$ cat src/rtl/lsu_pkg.sv
// ---------------------------------------------------------------------------
// lsu_pkg
// Shared definitions for the load/store unit:
//   - RV32I load/store funct3 encodings
//   - FSM state encoding (lsu_state_t)
//   - helpers for request legality, store byte-lane mask and store data
//     lane replication
// ---------------------------------------------------------------------------
package lsu_pkg;

    // RV32I funct3 encodings for loads and stores
    localparam logic [2:0] F3_B  = 3'b000;
    localparam logic [2:0] F3_H  = 3'b001;
    localparam logic [2:0] F3_W  = 3'b010;
    localparam logic [2:0] F3_BU = 3'b100;
    localparam logic [2:0] F3_HU = 3'b101;

    // Access sequencing states
    typedef enum logic [1:0] {
        ST_IDLE      = 2'd0,
        ST_ISSUE     = 2'd1,
        ST_LOAD_WAIT = 2'd2,
        ST_RESP      = 2'd3
    } lsu_state_t;

    // Byte-lane write enables for a store of the given size at byte offset
    // off. Unknown sizes give no lanes so nothing can be written by accident.
    function automatic logic [3:0] lane_mask(input logic [2:0] f3,
                                             input logic [1:0] off);
        logic [3:0] m;
        case (f3)
            F3_B:    m = 4'b0001 << off;
            F3_H:    m = off[1] ? 4'b1100 : 4'b0011;
            F3_W:    m = 4'b1111;
            default: m = 4'b0000;
        endcase
        return m;
    endfunction

    // Store data replicated across all lanes it may land on, so the mask
    // alone selects which bytes the memory commits.
    function automatic logic [31:0] lane_data(input logic [2:0]  f3,
                                              input logic [31:0] wdata);
        logic [31:0] d;
        case (f3)
            F3_B:    d = {4{wdata[7:0]}};
            F3_H:    d = {2{wdata[15:0]}};
            F3_W:    d = wdata;
            default: d = 32'h0000_0000;
        endcase
        return d;
    endfunction

    // 1 when the request may be issued to memory: funct3 is valid for the
    // direction and the address is naturally aligned for the access size.
    function automatic logic req_legal(input logic       we,
                                       input logic [2:0] f3,
                                       input logic [1:0] off);
        logic f3_ok;
        logic align_ok;
        if (we) begin
            f3_ok = (f3 == F3_B) || (f3 == F3_H) || (f3 == F3_W);
        end else begin
            f3_ok = (f3 == F3_B) || (f3 == F3_H) || (f3 == F3_W) ||
                    (f3 == F3_BU) || (f3 == F3_HU);
        end
        // f3[1:0] encodes size for every legal code: 00 byte, 01 half, 10 word
        case (f3[1:0])
            2'b01:   align_ok = (off[0] == 1'b0);
            2'b10:   align_ok = (off == 2'b00);
            default: align_ok = 1'b1;
        endcase
        return f3_ok && align_ok;
    endfunction

endpackage

$ cat src/rtl/load_align.sv
// ---------------------------------------------------------------------------
// load_align
// Purely combinational load data aligner. Shifts the raw memory word so the
// addressed byte/halfword sits in the low bits, then sign- or zero-extends
// according to funct3.
// Ports:
//   raw_word_i  32  word as returned by the memory
//   offset_i     2  byte offset of the access within the word
//   funct3_i     3  load funct3 (LB/LH/LW/LBU/LHU)
//   result_o    32  aligned, extended load result (0 for unknown funct3)
// ---------------------------------------------------------------------------
module load_align
    import lsu_pkg::*;
(
    input  logic [31:0] raw_word_i,
    input  logic [1:0]  offset_i,
    input  logic [2:0]  funct3_i,
    output logic [31:0] result_o
);

    logic [31:0] shifted_s;

    // Move the addressed bytes down to lane 0
    assign shifted_s = raw_word_i >> {offset_i, 3'b000};

    // Extend the selected field according to the load type
    always_comb begin
        result_o = 32'h0000_0000;
        case (funct3_i)
            F3_B:    result_o = {{24{shifted_s[7]}}, shifted_s[7:0]};
            F3_H:    result_o = {{16{shifted_s[15]}}, shifted_s[15:0]};
            F3_W:    result_o = shifted_s;
            F3_BU:   result_o = {24'h00_0000, shifted_s[7:0]};
            F3_HU:   result_o = {16'h0000, shifted_s[15:0]};
            default: result_o = 32'h0000_0000;
        endcase
    end

endmodule

$ cat src/rtl/load_store_unit.sv
// ---------------------------------------------------------------------------
// load_store_unit
// Core-side initiator for a single-port synchronous data memory with
// one-cycle read latency. Accepts one RV32I load/store per handshake, checks
// legality, issues a single registered memory cycle and returns a one-cycle
// response pulse.
// Ports:
//   clk, rst              clock; asynchronous active-high reset
//   req_valid/req_ready   request handshake (ready only when idle)
//   req_we, req_funct3    direction and access type
//   req_addr, req_wdata   byte address and store data
//   resp_valid            one-cycle completion pulse
//   resp_rdata            load result (0 for stores and errors)
//   resp_error            misaligned/illegal request, qualified by resp_valid
//   mem_request           memory strobe, high only during the issue cycle
//   mem_we_re             1 write / 0 read
//   mem_address           word address (byte address bits [ADDR_W+1:2])
//   mem_data_in           lane-replicated store data
//   mem_mask              byte-lane write enables
//   mem_data_out          memory read data, valid the cycle after a read
// ---------------------------------------------------------------------------
module load_store_unit
    import lsu_pkg::*;
#(
    parameter int ADDR_W = 8
) (
    input  logic              clk,
    input  logic              rst,
    input  logic              req_valid,
    output logic              req_ready,
    input  logic              req_we,
    input  logic [2:0]        req_funct3,
    input  logic [31:0]       req_addr,
    input  logic [31:0]       req_wdata,
    output logic              resp_valid,
    output logic [31:0]       resp_rdata,
    output logic              resp_error,
    output logic              mem_request,
    output logic              mem_we_re,
    output logic [ADDR_W-1:0] mem_address,
    output logic [31:0]       mem_data_in,
    output logic [3:0]        mem_mask,
    input  logic [31:0]       mem_data_out
);

    lsu_state_t        state_q, state_d;
    logic [2:0]        f3_q, f3_d;
    logic [1:0]        off_q, off_d;
    logic              resp_valid_q, resp_valid_d;
    logic [31:0]       resp_rdata_q, resp_rdata_d;
    logic              resp_error_q, resp_error_d;
    logic              mem_request_q, mem_request_d;
    logic              mem_we_re_q, mem_we_re_d;
    logic [ADDR_W-1:0] mem_address_q, mem_address_d;
    logic [31:0]       mem_data_in_q, mem_data_in_d;
    logic [3:0]        mem_mask_q, mem_mask_d;

    logic [31:0]       load_result_s;
    logic              legal_s;
    // Upper address bits beyond the memory size are deliberately dropped so
    // accesses wrap; fold them here to mark them as intentionally unused.
    logic              unused_addr_s;

    assign unused_addr_s = ^{1'b0, req_addr[31:ADDR_W+2]};
    assign legal_s       = req_legal(req_we, req_funct3, req_addr[1:0]);

    load_align u_load_align (
        .raw_word_i (mem_data_out),
        .offset_i   (off_q),
        .funct3_i   (f3_q),
        .result_o   (load_result_s)
    );

    // Next-state and next-output logic for the access sequencer
    always_comb begin
        state_d       = state_q;
        f3_d          = f3_q;
        off_d         = off_q;
        resp_valid_d  = resp_valid_q;
        resp_rdata_d  = resp_rdata_q;
        resp_error_d  = resp_error_q;
        mem_request_d = mem_request_q;
        mem_we_re_d   = mem_we_re_q;
        mem_address_d = mem_address_q;
        mem_data_in_d = mem_data_in_q;
        mem_mask_d    = mem_mask_q;

        case (state_q)
            ST_IDLE: begin
                if (req_valid) begin
                    f3_d  = req_funct3;
                    off_d = req_addr[1:0];
                    if (legal_s) begin
                        // Memory port values are set up now so they are
                        // registered and stable for the whole issue cycle
                        state_d       = ST_ISSUE;
                        mem_request_d = 1'b1;
                        mem_we_re_d   = req_we;
                        mem_address_d = req_addr[ADDR_W+1:2];
                        if (req_we) begin
                            mem_mask_d    = lane_mask(req_funct3, req_addr[1:0]);
                            mem_data_in_d = lane_data(req_funct3, req_wdata);
                        end else begin
                            mem_mask_d    = 4'b0000;
                            mem_data_in_d = 32'h0000_0000;
                        end
                    end else begin
                        // Illegal requests skip memory entirely
                        state_d      = ST_RESP;
                        resp_valid_d = 1'b1;
                        resp_error_d = 1'b1;
                        resp_rdata_d = 32'h0000_0000;
                    end
                end else begin
                    state_d = ST_IDLE;
                end
            end

            ST_ISSUE: begin
                mem_request_d = 1'b0;
                mem_we_re_d   = 1'b0;
                mem_address_d = {ADDR_W{1'b0}};
                mem_data_in_d = 32'h0000_0000;
                mem_mask_d    = 4'b0000;
                if (mem_we_re_q) begin
                    state_d      = ST_RESP;
                    resp_valid_d = 1'b1;
                    resp_error_d = 1'b0;
                    resp_rdata_d = 32'h0000_0000;
                end else begin
                    state_d = ST_LOAD_WAIT;
                end
            end

            ST_LOAD_WAIT: begin
                // Read data is valid this cycle (one-cycle memory latency)
                state_d      = ST_RESP;
                resp_valid_d = 1'b1;
                resp_error_d = 1'b0;
                resp_rdata_d = load_result_s;
            end

            ST_RESP: begin
                state_d      = ST_IDLE;
                resp_valid_d = 1'b0;
                resp_error_d = 1'b0;
                resp_rdata_d = 32'h0000_0000;
            end

            default: begin
                state_d       = ST_IDLE;
                resp_valid_d  = 1'b0;
                resp_error_d  = 1'b0;
                resp_rdata_d  = 32'h0000_0000;
                mem_request_d = 1'b0;
                mem_we_re_d   = 1'b0;
                mem_address_d = {ADDR_W{1'b0}};
                mem_data_in_d = 32'h0000_0000;
                mem_mask_d    = 4'b0000;
            end
        endcase
    end

    // State and output registers; reset abandons any access in flight
    always_ff @(posedge clk or posedge rst) begin
        if (rst) begin
            state_q       <= ST_IDLE;
            f3_q          <= 3'b000;
            off_q         <= 2'b00;
            resp_valid_q  <= 1'b0;
            resp_rdata_q  <= 32'h0000_0000;
            resp_error_q  <= 1'b0;
            mem_request_q <= 1'b0;
            mem_we_re_q   <= 1'b0;
            mem_address_q <= {ADDR_W{1'b0}};
            mem_data_in_q <= 32'h0000_0000;
            mem_mask_q    <= 4'b0000;
        end else begin
            state_q       <= state_d;
            f3_q          <= f3_d;
            off_q         <= off_d;
            resp_valid_q  <= resp_valid_d;
            resp_rdata_q  <= resp_rdata_d;
            resp_error_q  <= resp_error_d;
            mem_request_q <= mem_request_d;
            mem_we_re_q   <= mem_we_re_d;
            mem_address_q <= mem_address_d;
            mem_data_in_q <= mem_data_in_d;
            mem_mask_q    <= mem_mask_d;
        end
    end

    // Ready is a direct decode of the state register
    assign req_ready   = (state_q == ST_IDLE);
    assign resp_valid  = resp_valid_q;
    assign resp_rdata  = resp_rdata_q;
    assign resp_error  = resp_error_q;
    assign mem_request = mem_request_q;
    assign mem_we_re   = mem_we_re_q;
    assign mem_address = mem_address_q;
    assign mem_data_in = mem_data_in_q;
    assign mem_mask    = mem_mask_q;

endmodule

$ cat config.mk
export PLATFORM = sky130hd
export DESIGN_NAME = load_store_unit
export DESIGN_NICKNAME = d
export VERILOG_FILES = /design/src/rtl/lsu_pkg.sv /design/src/rtl/load_align.sv /design/src/rtl/load_store_unit.sv
export SDC_FILE = /design/constraint.sdc
export NUM_CORES = 1
export LEC_CHECK = 0
export ABC_AREA = 1
export BUFFER_PORTS_ARGS = -buffer_cell sky130_fd_sc_hd__clkbuf_2
export CAP_MARGIN = 20
export CORE_UTILIZATION = 31
export CTS_CLUSTER_SIZE = 25
export DETAILED_ROUTE_END_ITERATION = 10
export SLEW_MARGIN = 15
export SYNTH_ARGS = -nofsm -noshare
export SYNTH_HDL_FRONTEND = slang
export SYNTH_SLANG_ARGS = --single-unit
$ cat constraint.sdc
create_clock -name clk -period 3.4 [get_ports clk]
set_input_delay 0.17 -clock clk [delete_from_list [all_inputs] [get_ports clk]]
set_output_delay 0.17 -clock clk [all_outputs]
set_load 0.01 [all_outputs]
Word-level counts from Yosys, hierarchy flattened:

Cells that the tools add are included.
W data, S select, Z words.

* equal/unequal tests: 17
* shift-type cells: 2
* mux-type cells: 37
* bitwise logic cells: 1
* reductions and logical operators: 14

Operators by type and width (count)
* $mux W32: 6
* $pmux W32 S5: 1
* $pmux W32 S4: 1
* $pmux W32 S3: 1
* $pmux W32 S2: 1
* $shr A32 B5 Y32: 1
* $mux W4: 4
* $mux W8: 2
* $pmux W8 S2: 1
* $eq A3 B3 Y1 const B: 4
* $pmux W4 S3: 1
* $mux W1: 10
* $pmux W2 S4: 1
* $pmux W4 S2: 1
* $eq A2 B2 Y1 const B: 3
* $eq A3 B1 Y1 const B: 2
* $eq A3 B2 Y1 const B: 2
* $logic_not A3 Y1: 2
* $ne A2 B2 Y1 const B: 3
* $pmux W1 S2: 3
* $reduce_and A3 Y1: 2
* $eq A2 B1 Y1 const B: 2
* $logic_not A2 Y1: 2
* $logic_or A1 B1 Y1: 4
* 10 further kinds: 11

* bits in registers: 87
* bits of input ports: 103
* output and inout bits: 81
* logic and storage cells: 82

Longest topological paths before layout:

Gate-level depths: netlist of the first run.

* depth after elaboration: 10
* gate-level depth with buffers: 13
* mapped depth without buffers: 12

Hierarchy:

From an unflattened synthesis of the first run, not the netlist that was laid out.

* cells, all modules: 811
* area total of the unflattened synthesis: 5676.7 um^2

By module, submodules not included
* load_store_unit: times used 1, cells an instance 619, area an instance 4672.0 um^2, seq. area each 2177.1 um^2
* load_align: times used 1, cells an instance 192, area an instance 1004.7 um^2, seq. area each 0.0 um^2

Worst setup path after synthesis of the first run:

Ideal clock, no wire load.

* path type: flip-flop to flip-flop
* start point: reg state_q[0]
* end point: reg mem_mask_q[0], in the netlist mem_mask[0]
* library setup time: 0.127 ns
* arrival: 1.626 ns
* required time: 3.273 ns
* setup slack: 1.646 ns
* cell stages (with the launch flop): 10
* buffers on the path: 2
* clock period less this slack: 1.754 ns
* cell sequence: dfrtp_1 -> inv_1 -> ha_1 -> nand2_1 -> nor2_8 -> inv_2 -> buf_6 -> buf_6 -> nand3_1 -> o21ai_2

* word-level cells in the longest chain between the ends: 3
* elaborated cells between the ends (all ways): 7
* those cells by class: eq/ne (3); mux (1); reduce/logical (3)

Ends and longest elaborated chain
* start: declaration: line load_store_unit.sv:46 `lsu_state_t state_q, state_d;`
* start signal: assignment: line load_store_unit.sv:179 `state_q <= state_d;`
* $logic_not A2 Y1 *
* net req_ready: line load_store_unit.sv:30 `output logic req_ready,`
* $ne A2 B1 Y1 (no line) (tied with other cells)
* $reduce_and A3 Y1 (no line)
* end signal: assignment: line load_store_unit.sv:189 `mem_mask_q <= mem_mask_d;`
* end: declaration: line load_store_unit.sv:56 `logic [3:0] mem_mask_q, mem_mask_d;`

The timed path passes the listed nets; every way through them passes the cells marked *.
A chain may end at the register's enable or synchronous reset.

Worst setup path after layout of the first run:

* start point: reg state_q[0]
* end point: reg mem_data_in_q[29], in the netlist mem_data_in[29]

* word-level cells in the longest chain between the ends: 3
* elaborated cells between the ends (all ways): 7
* those cells by class: eq/ne (3); mux (1); reduce/logical (3)

Ends and longest elaborated chain
* $logic_not A2 Y1 or $eq A2 B1 Y1 (tied branches): line load_store_unit.sv:88 `case (state_q)`
* $ne A2 B1 Y1 (no line) (tied with other cells)
* $reduce_and A3 Y1 (no line)
* end signal: assignment: line load_store_unit.sv:188 `mem_data_in_q <= mem_data_in_d;`
* end: declaration: line load_store_unit.sv:55 `logic [31:0] mem_data_in_q, mem_data_in_d;`

Several ways; a longest one is shown, not always the timed one.

==> impl_metrics.yaml, run 1 <==
logic_synthesis:
  synthArstFlopShare: 1.00
  synth_top_area_share: 0.441
  synth.avg_cell_area_sq_um: 8.11
  yosys.area_share.simple: 0.315
  netlist_area_sq_um: 4940
  yosys_warnings: 0
  synth_top_family_by_area: "simple AND/OR/NAND/NOR gates"
  syn_nets: 719
  synth_edf_count: 0
  ys_ff_latch: 87
  synth_area_leaders: "dfrtp_1 (44%), nand2_1 (13%), nand3_1 (7.8%)"
  synth_cell_types: 38
  synth-compound-area-share: 0.144
  yosysTopAreaCell: "dfrtp_1"
  synthMuxAreaShare: 0
  ys_seq_area_frac: 0.441
  synth_ff_type: "dfrtp_1"
  synth_adder_area_share: 0.0177
  synthCells: 609
  synth_xor_area_frac: 0
worst_setup_path:
  cp-start-kind: "register"
  regToRegStartpoint: "state_q[0]"
  worst_setup_path_end_kind: "register"
  required_ns: 3.65
  arrival_ns: 2.66
  r2r_cells: 7
  worstSetupPathType: "reg -> reg"
  reg2reg_slack_ns: 0.98
  worstPathMaxFanout: 37
  r2r-end: "mem_data_in[29]"
timing:
  maxSlewHeadroom: 0.393
  fin_worst_skew_ns: 0.00790
  timing.fmax_mhz: 414
  finalMaxSlewViolations: 0
  setup_violations: 0
  setup_slack_ns: 0.982
  worstMarginPinSlew_ns: 0.909
  period_minus_slack_ns: 2.42
  finalHoldViolCount: 0
  period_share: 0.711
  rsz0062_at_grt: "false"
  tns_ns: 0
die:
  io_pins: 184
  start_util: 0.321
  die_h_um: 128
  core_sq_um: 15400
  die_width_um: 128
  die_area_sq_um: 16400
  fp-row-count: 45
cells_and_area:
  syn_to_final_growth_pct: 23.7
  fin_cells: 965
  nNetsFinal: 859
  drive_gt1_frac: 0.317
  antenna_cells: 0
detailed_routing:
  wl_met2_mm: 7.15
  dr.pass1.iters: 5
  m1WireLength_mm: 6.54
  routed_wl_mm: 15.1
  top_layer_used: "met4"
  drtIter0Drc: 304
  ant_nets: 0
  drc_errors: 0
  wl_per_cell_um: 15.6
  vias: 4783
  via_per_inst: 4.96
  wl_met3_mm: 1.20
placement:
  dp.cells: 948
  place.gp.congestion: 0.870
  io_buffers: 161
  post-dp-hpwl_mm: 10.7
  dpl_worst_slack_ns: 0.954
global_routing:
  grt_max_degree: 52
  grt_pass1_wl_mm: 23.8
  grt-ovfl-total: 0
  grt_pass1_vias: 4531
  antenna_found_initial: 1
  grt_usage: 0.188
clocking:
  cts_max_level: 3
  insertion_delay_ns: 0.35
  cts_root_buf: "clkbuf_16"
  cts_max_path_buffers: 2
  cts_inserted_buffers: 9
  clock-sinks: 87
  ctsResizeCount: 0
  path_clk_slew_ns: 0.07
  cts_hold_buf: 1
  cts_tree: "built"
  cts_setup_buffers: 0
run:
  cap_violations: 0
power_and_ir_drop:
  clockPowerShare: 0.214
  p_leak_uw: 0.00332
  ir_drop_mv: 0.283
  power.share.sequential: 0.327
  p_per_area_nw_per_um2: 740
  power_frac_comb: 0.459
  p_sw_uw: 2030
  p_int_uw: 2490
  sw_frac_of_total: 0.449
status:
  run_status: "finished, final reports clean"
hold_path:
  min_path_type: "in -> reg"
  hold_depth: 3
  worstHoldEndpoint: "mem_address[6]"
  hp-start: "req_addr[8]"
cells by family (layout without fill, tap and decap cells):
family,Yosys count,in the layout
compound gates,105,105
fa+ha+maj,7,7
buf+inv,80,225
flops,87,87
simple gates,330,330
registers in the layout (all words and copies together), names as in the netlist, 2 cells and up:
name and flops:
resp_rdata 32, mem_address 8, f3_q 3, mem_mask 4
mem_data_in 32, off_q 2, state_q 2
per-layer routing:
| metal | up-vias | track usage |
|---|---|---|
| li1 | 2347 | - |
| met1 | 2249 | 0.239 |
| met2 | 177 | 0.311 |
| met3 | 10 | 0.0526 |
| met4 | 0 | 0.0498 |
| met5 | - | 0 |
cells in the mapped netlist (2+ instances only):
cell,n
buf_6,10
clkbuf_1,10
a21oi_1,14
nand2_4,3
clkinv_1,2
ha_1,7
a32oi_1,8
a31oi_1,6
inv_2,6
nand3_4,2
buf_1,3
buf_4,4
o21ai_2,30
a22o_1,4
nor2_1,27
buf_2,12
inv_1,32
dfrtp_1,87
nand2_1,173
nand3_1,77
nor2_2,2
o21a_1,2
o21ai_0,34
nand4_1,31
nand3_2,9
o21ai_1,2
worst max-delay path, stage by stage (launching register included):
cell     delay [ns]
dfrtp_1        0.41
inv_1          0.09
ha_1           0.14
buf_4          0.16
nand2_1        0.30
nor2_8         0.31
nand3_4        0.51
o21ai_0        0.38
worst max path at each step:
| stage | start | endpoint | cells past startpoint |
|---|---|---|---|
| after floorplan | rst | f3_q[0] | 1 |
| after global placement | req_funct3[0] | mem_data_in[11] | 10 |
| after detailed placement | state_q[0] | mem_data_in[29] | 7 |
| after CTS | state_q[0] | mem_data_in[29] | 7 |
| after global routing | state_q[1] | mem_data_in[25] | 7 |
| final | state_q[0] | mem_data_in[29] | 7 |
metrics by stage:
| stage | hold WS, ns | instance area [sq um] | power (uW) | util |
|---|---|---|---|---|
| after global placement | 0.285 | 5820 | 3570 | 0.378 |
| after global routing | 0.0539 | 6110 | 4880 | 0.397 |
| after CTS | 0.0401 | 6110 | 4580 | 0.397 |
| after detailed placement | 0.286 | 5820 | 3590 | 0.378 |
| after floorplan | 0.315 | 4940 | 2980 | - |
| final | 0.0506 | 6110 | 4520 | 0.397 |
power by group through the flow:
| stage | registers, uW | logic, uW | clock network, uW |
|---|---|---|---|
| 2_1_floorplan | 1570 | 1410 | 0 |
| 3_3_place_gp | 1490 | 2080 | 0 |
| 3_5_place_dp | 1500 | 2090 | 0 |
| 4_1_cts | 1480 | 2100 | 1000 |
| 5_1_grt | 1510 | 2340 | 1040 |
| 6_report | 1480 | 2070 | 967 |
layout make-up:
| class | count | area (sq um) |
|---|---|---|
| clock inverters | 6 | 51.3 |
| multi-input cells | 442 | 2350 |
| repair buffers | 169 | 881 |
| inverters | 40 | 151 |
| well taps | 211 | 264 |
| flip-flops and latches | 87 | 2180 |
| fillers | 1646 | 9270 |
| clock buffers | 10 | 229 |
cell usage in the layout (no fill, tap or decap), types with 7 or more instances in the layout:
cell type,count
a32oi_1,8
a21oi_1,14
nor2_1,27
clkbuf_16,9
o21ai_0,34
nand2_1,173
ha_1,7
nand4_1,31
nand3_1,77
dfrtp_1,87
o21ai_2,30
inv_1,31
clkbuf_2,161
nand3_2,9
(Power assumes the default switching activity.)
==> inputs of run 2 (changes only) <==
--- a/config.mk
+++ b/config.mk
@@ -5,7 +5,7 @@
 export SDC_FILE = /design/constraint.sdc
 export NUM_CORES = 1
 export LEC_CHECK = 0
-export ABC_AREA = 1
+export ABC_AREA = 0
 export BUFFER_PORTS_ARGS = -buffer_cell sky130_fd_sc_hd__clkbuf_2
 export CAP_MARGIN = 20
 export CORE_UTILIZATION = 31
==> constraint.sdc (replaced) <==
create_clock -name clk -period 2.2 [get_ports clk]
set_input_delay 0.11 -clock clk [delete_from_list [all_inputs] [get_ports clk]]
set_output_delay 0.11 -clock clk [all_outputs]
set_load 0.01 [all_outputs]
==> impl_metrics.yaml, run 2 <==
global_routing:
  antenna_found_initial: 0
  grt-ovfl-total: 0
  gr-usage-met1: 0.227
  grt_usage: 0.186
  grt_use_met3: 0.0480
  grt_pass1_wl_mm: 21.3
  grt_max_degree: 38
  grt_pass1_vias: 4085
  grtUsageMet2: 0.307
  busiest_layer: "met2"
logic_synthesis:
  ys_seq_area_frac: 0.477
  synth_edf_count: 0
  yosys_warnings: 0
  yosysTopAreaCell: "dfrtp_1"
  ys_ff_latch: 87
  synth_area_leaders: "dfrtp_1 (48%), o21ai_0 (5.7%), mux2i_1 (5.5%)"
  synth_top_area_share: 0.477
  synthCells: 430
  synthArstFlopShare: 1.00
  yosysMostFrequentCell: "dfrtp_1"
  synthTopCellsByCount: "dfrtp_1 (87), o21ai_0 (52), nand2_1 (41)"
  synth_ff_type: "dfrtp_1"
  netlist_area_sq_um: 4560
  synth_cell_types: 45
  synth.avg_cell_area_sq_um: 10.6
  syn_nets: 540
die:
  die_width_um: 123
  fp-row-count: 43
  io_pins: 184
  die_area_sq_um: 15200
  core_sq_um: 14100
  die_h_um: 123
  start_util: 0.324
timing:
  finalMaxSlewViolations: 0
  tns_ns: 0
  rsz0062_at_grt: "false"
  setup_violations: 0
  maxSlewHeadroom: 0.539
  hold_ws_ns: 0.0186
  finalHoldViolCount: 0
  period_minus_slack_ns: 2.05
  period_share: 0.932
  timing.fmax_mhz: 488
  fin_worst_skew_ns: 0.00744
  worstMarginPinSlew_ns: 0.690
placement:
  place.gp.congestion: 0.861
  io_buffers: 161
  post-dp-hpwl_mm: 10.4
clocking:
  insertion_delay_ns: 0.34
  cts_tree: "built"
  cts_inserted_buffers: 9
  cts_max_path_buffers: 2
  clock-sinks: 87
  cts_setup_buffers: 0
  path_clk_slew_ns: 0.06
  cts_root_buf: "clkbuf_16"
  cts_max_level: 3
power_and_ir_drop:
  sw_frac_of_total: 0.402
  p_int_uw: 4240
  power_frac_comb: 0.448
  p_per_area_nw_per_um2: 1200
  p_sw_uw: 2850
  clockPowerShare: 0.204
  power.share.sequential: 0.349
  p_leak_uw: 0.00296
  ir_drop_mv: 0.487
cells_and_area:
  antenna_cells: 0
  final_common_cell: "clkbuf_2"
  nNetsFinal: 706
  final_cell_mix: "clkbuf_2 (161), dfrtp_1 (87), o21ai_0 (52)"
  syn_to_final_growth_pct: 29.9
  drive_gt1_frac: 0.374
worst_setup_path:
  regToRegStartpoint: "state_q[0]"
  cp-start-kind: "register"
  worstPathMaxFanout: 16
  arrival_ns: 2.32
  worst_setup_path_end_kind: "register"
  reg2reg_slack_ns: 0.15
  worstSetupPathType: "reg -> reg"
  required_ns: 2.47
  r2r-end: "mem_data_in[21]"
  r2r_cells: 8
detailed_routing:
  routed_wl_mm: 13.8
  drc_errors: 0
  via_per_inst: 5.25
  dr.pass1.iters: 4
  ant_nets: 0
  vias: 4104
  wl_per_cell_um: 17.6
  drtIter0Drc: 198
hold_path:
  hold_depth: 3
  hp-start: "req_addr[9]"
  worstHoldEndpoint: "mem_address[7]"
  min_path_type: "in -> reg"
run:
  cap_violations: 0
status:
  run_status: "finished, final reports clean"
-- run 2: logic make-up after synthesis --
group | Yosys count | share of synthesized area
compound gates | 174 | 0.278
simple gates | 91 | 0.104
flops | 87 | 0.477
buf+inv | 41 | 0.0519
mux | 30 | 0.0697
fa+ha+maj | 7 | 0.0192
-- run 2: power by group through the flow --
| stage | Combinational [uW] | Clock [uW] | Sequential (uW) |
|---|---|---|---|
| after floorplan | 1900 | 0 | 2600 |
| after global placement | 3100 | 0 | 2470 |
| after detailed placement | 3170 | 0 | 2490 |
| after CTS | 3180 | 1490 | 2470 |
| after global routing | 3480 | 1550 | 2540 |
| final | 3170 | 1440 | 2470 |
-- run 2: repair_timing --
item | in CTS | in global routing
endpoints found under the hold margin | 28 | 0
resized for setup | 0 | 2
endpoints found under the setup margin | 0 | 2
hold buffers | 1 | 0
-- run 2: worst max-delay path, cell delays in order, from the launching register on --
cell,delay [ns]
dfrtp_1,0.40
inv_1,0.09
ha_1,0.20
and2_1,0.18
o311ai_4,0.11
nand2b_1,0.21
or3b_1,0.38
buf_4,0.23
o2bb2ai_1,0.15
-- run 2: how the worst max path moves through the flow --
stage / from / to / slack (ns) / depth (start not counted)
final: state_q[0] / mem_data_in[21] / 0.15 / 8
after global placement: req_funct3[0] / resp_rdata[14] / 0.09 / 8
after detailed placement: req_funct3[0] / resp_rdata[9] / 0.03 / 8
after floorplan: state_q[0] / mem_data_in[31] / 0.06 / 11
after global routing: state_q[0] / resp_rdata[9] / 0.006 / 7
after CTS: state_q[0] / resp_rdata[3] / 0.12 / 8
-- run 2: cell type report --
cell class	instances	area (sq um)
clock buffer	13	260
clock inverter	3	17.5
fill	1405	8170
inverter	8	33.8
multi-input combinational	302	2150
sequential	87	2180
tap	180	225
timing repair buffer	188	1060
-- run 2: routing by layer --
| layer | share of wire | vias to the layer above |
|---|---|---|
| met3 | 0.083 | 24 |
| met4 | 0.024 | 0 |
| met5 | 0 | - |
| met2 | 0.46 | 189 |
| li1 | - | 1924 |
| met1 | 0.43 | 1967 |
-- run 2: stage by stage --
| step | setup slack (ns) | cells | total power [uW] | instance area [sq um] | util |
|---|---|---|---|---|---|
| after global placement | 0.0939 | 764 | 5570 | 5630 | 0.400 |
| after floorplan | 0.0561 | 430 | 4500 | 4560 | - |
| final | 0.150 | 781 | 7080 | 5920 | 0.420 |
| after detailed placement | 0.0290 | 764 | 5670 | 5630 | 0.400 |
| after global routing | 0.00613 | 781 | 7570 | 5920 | 0.420 |
| after CTS | 0.116 | 781 | 7150 | 5920 | 0.420 |
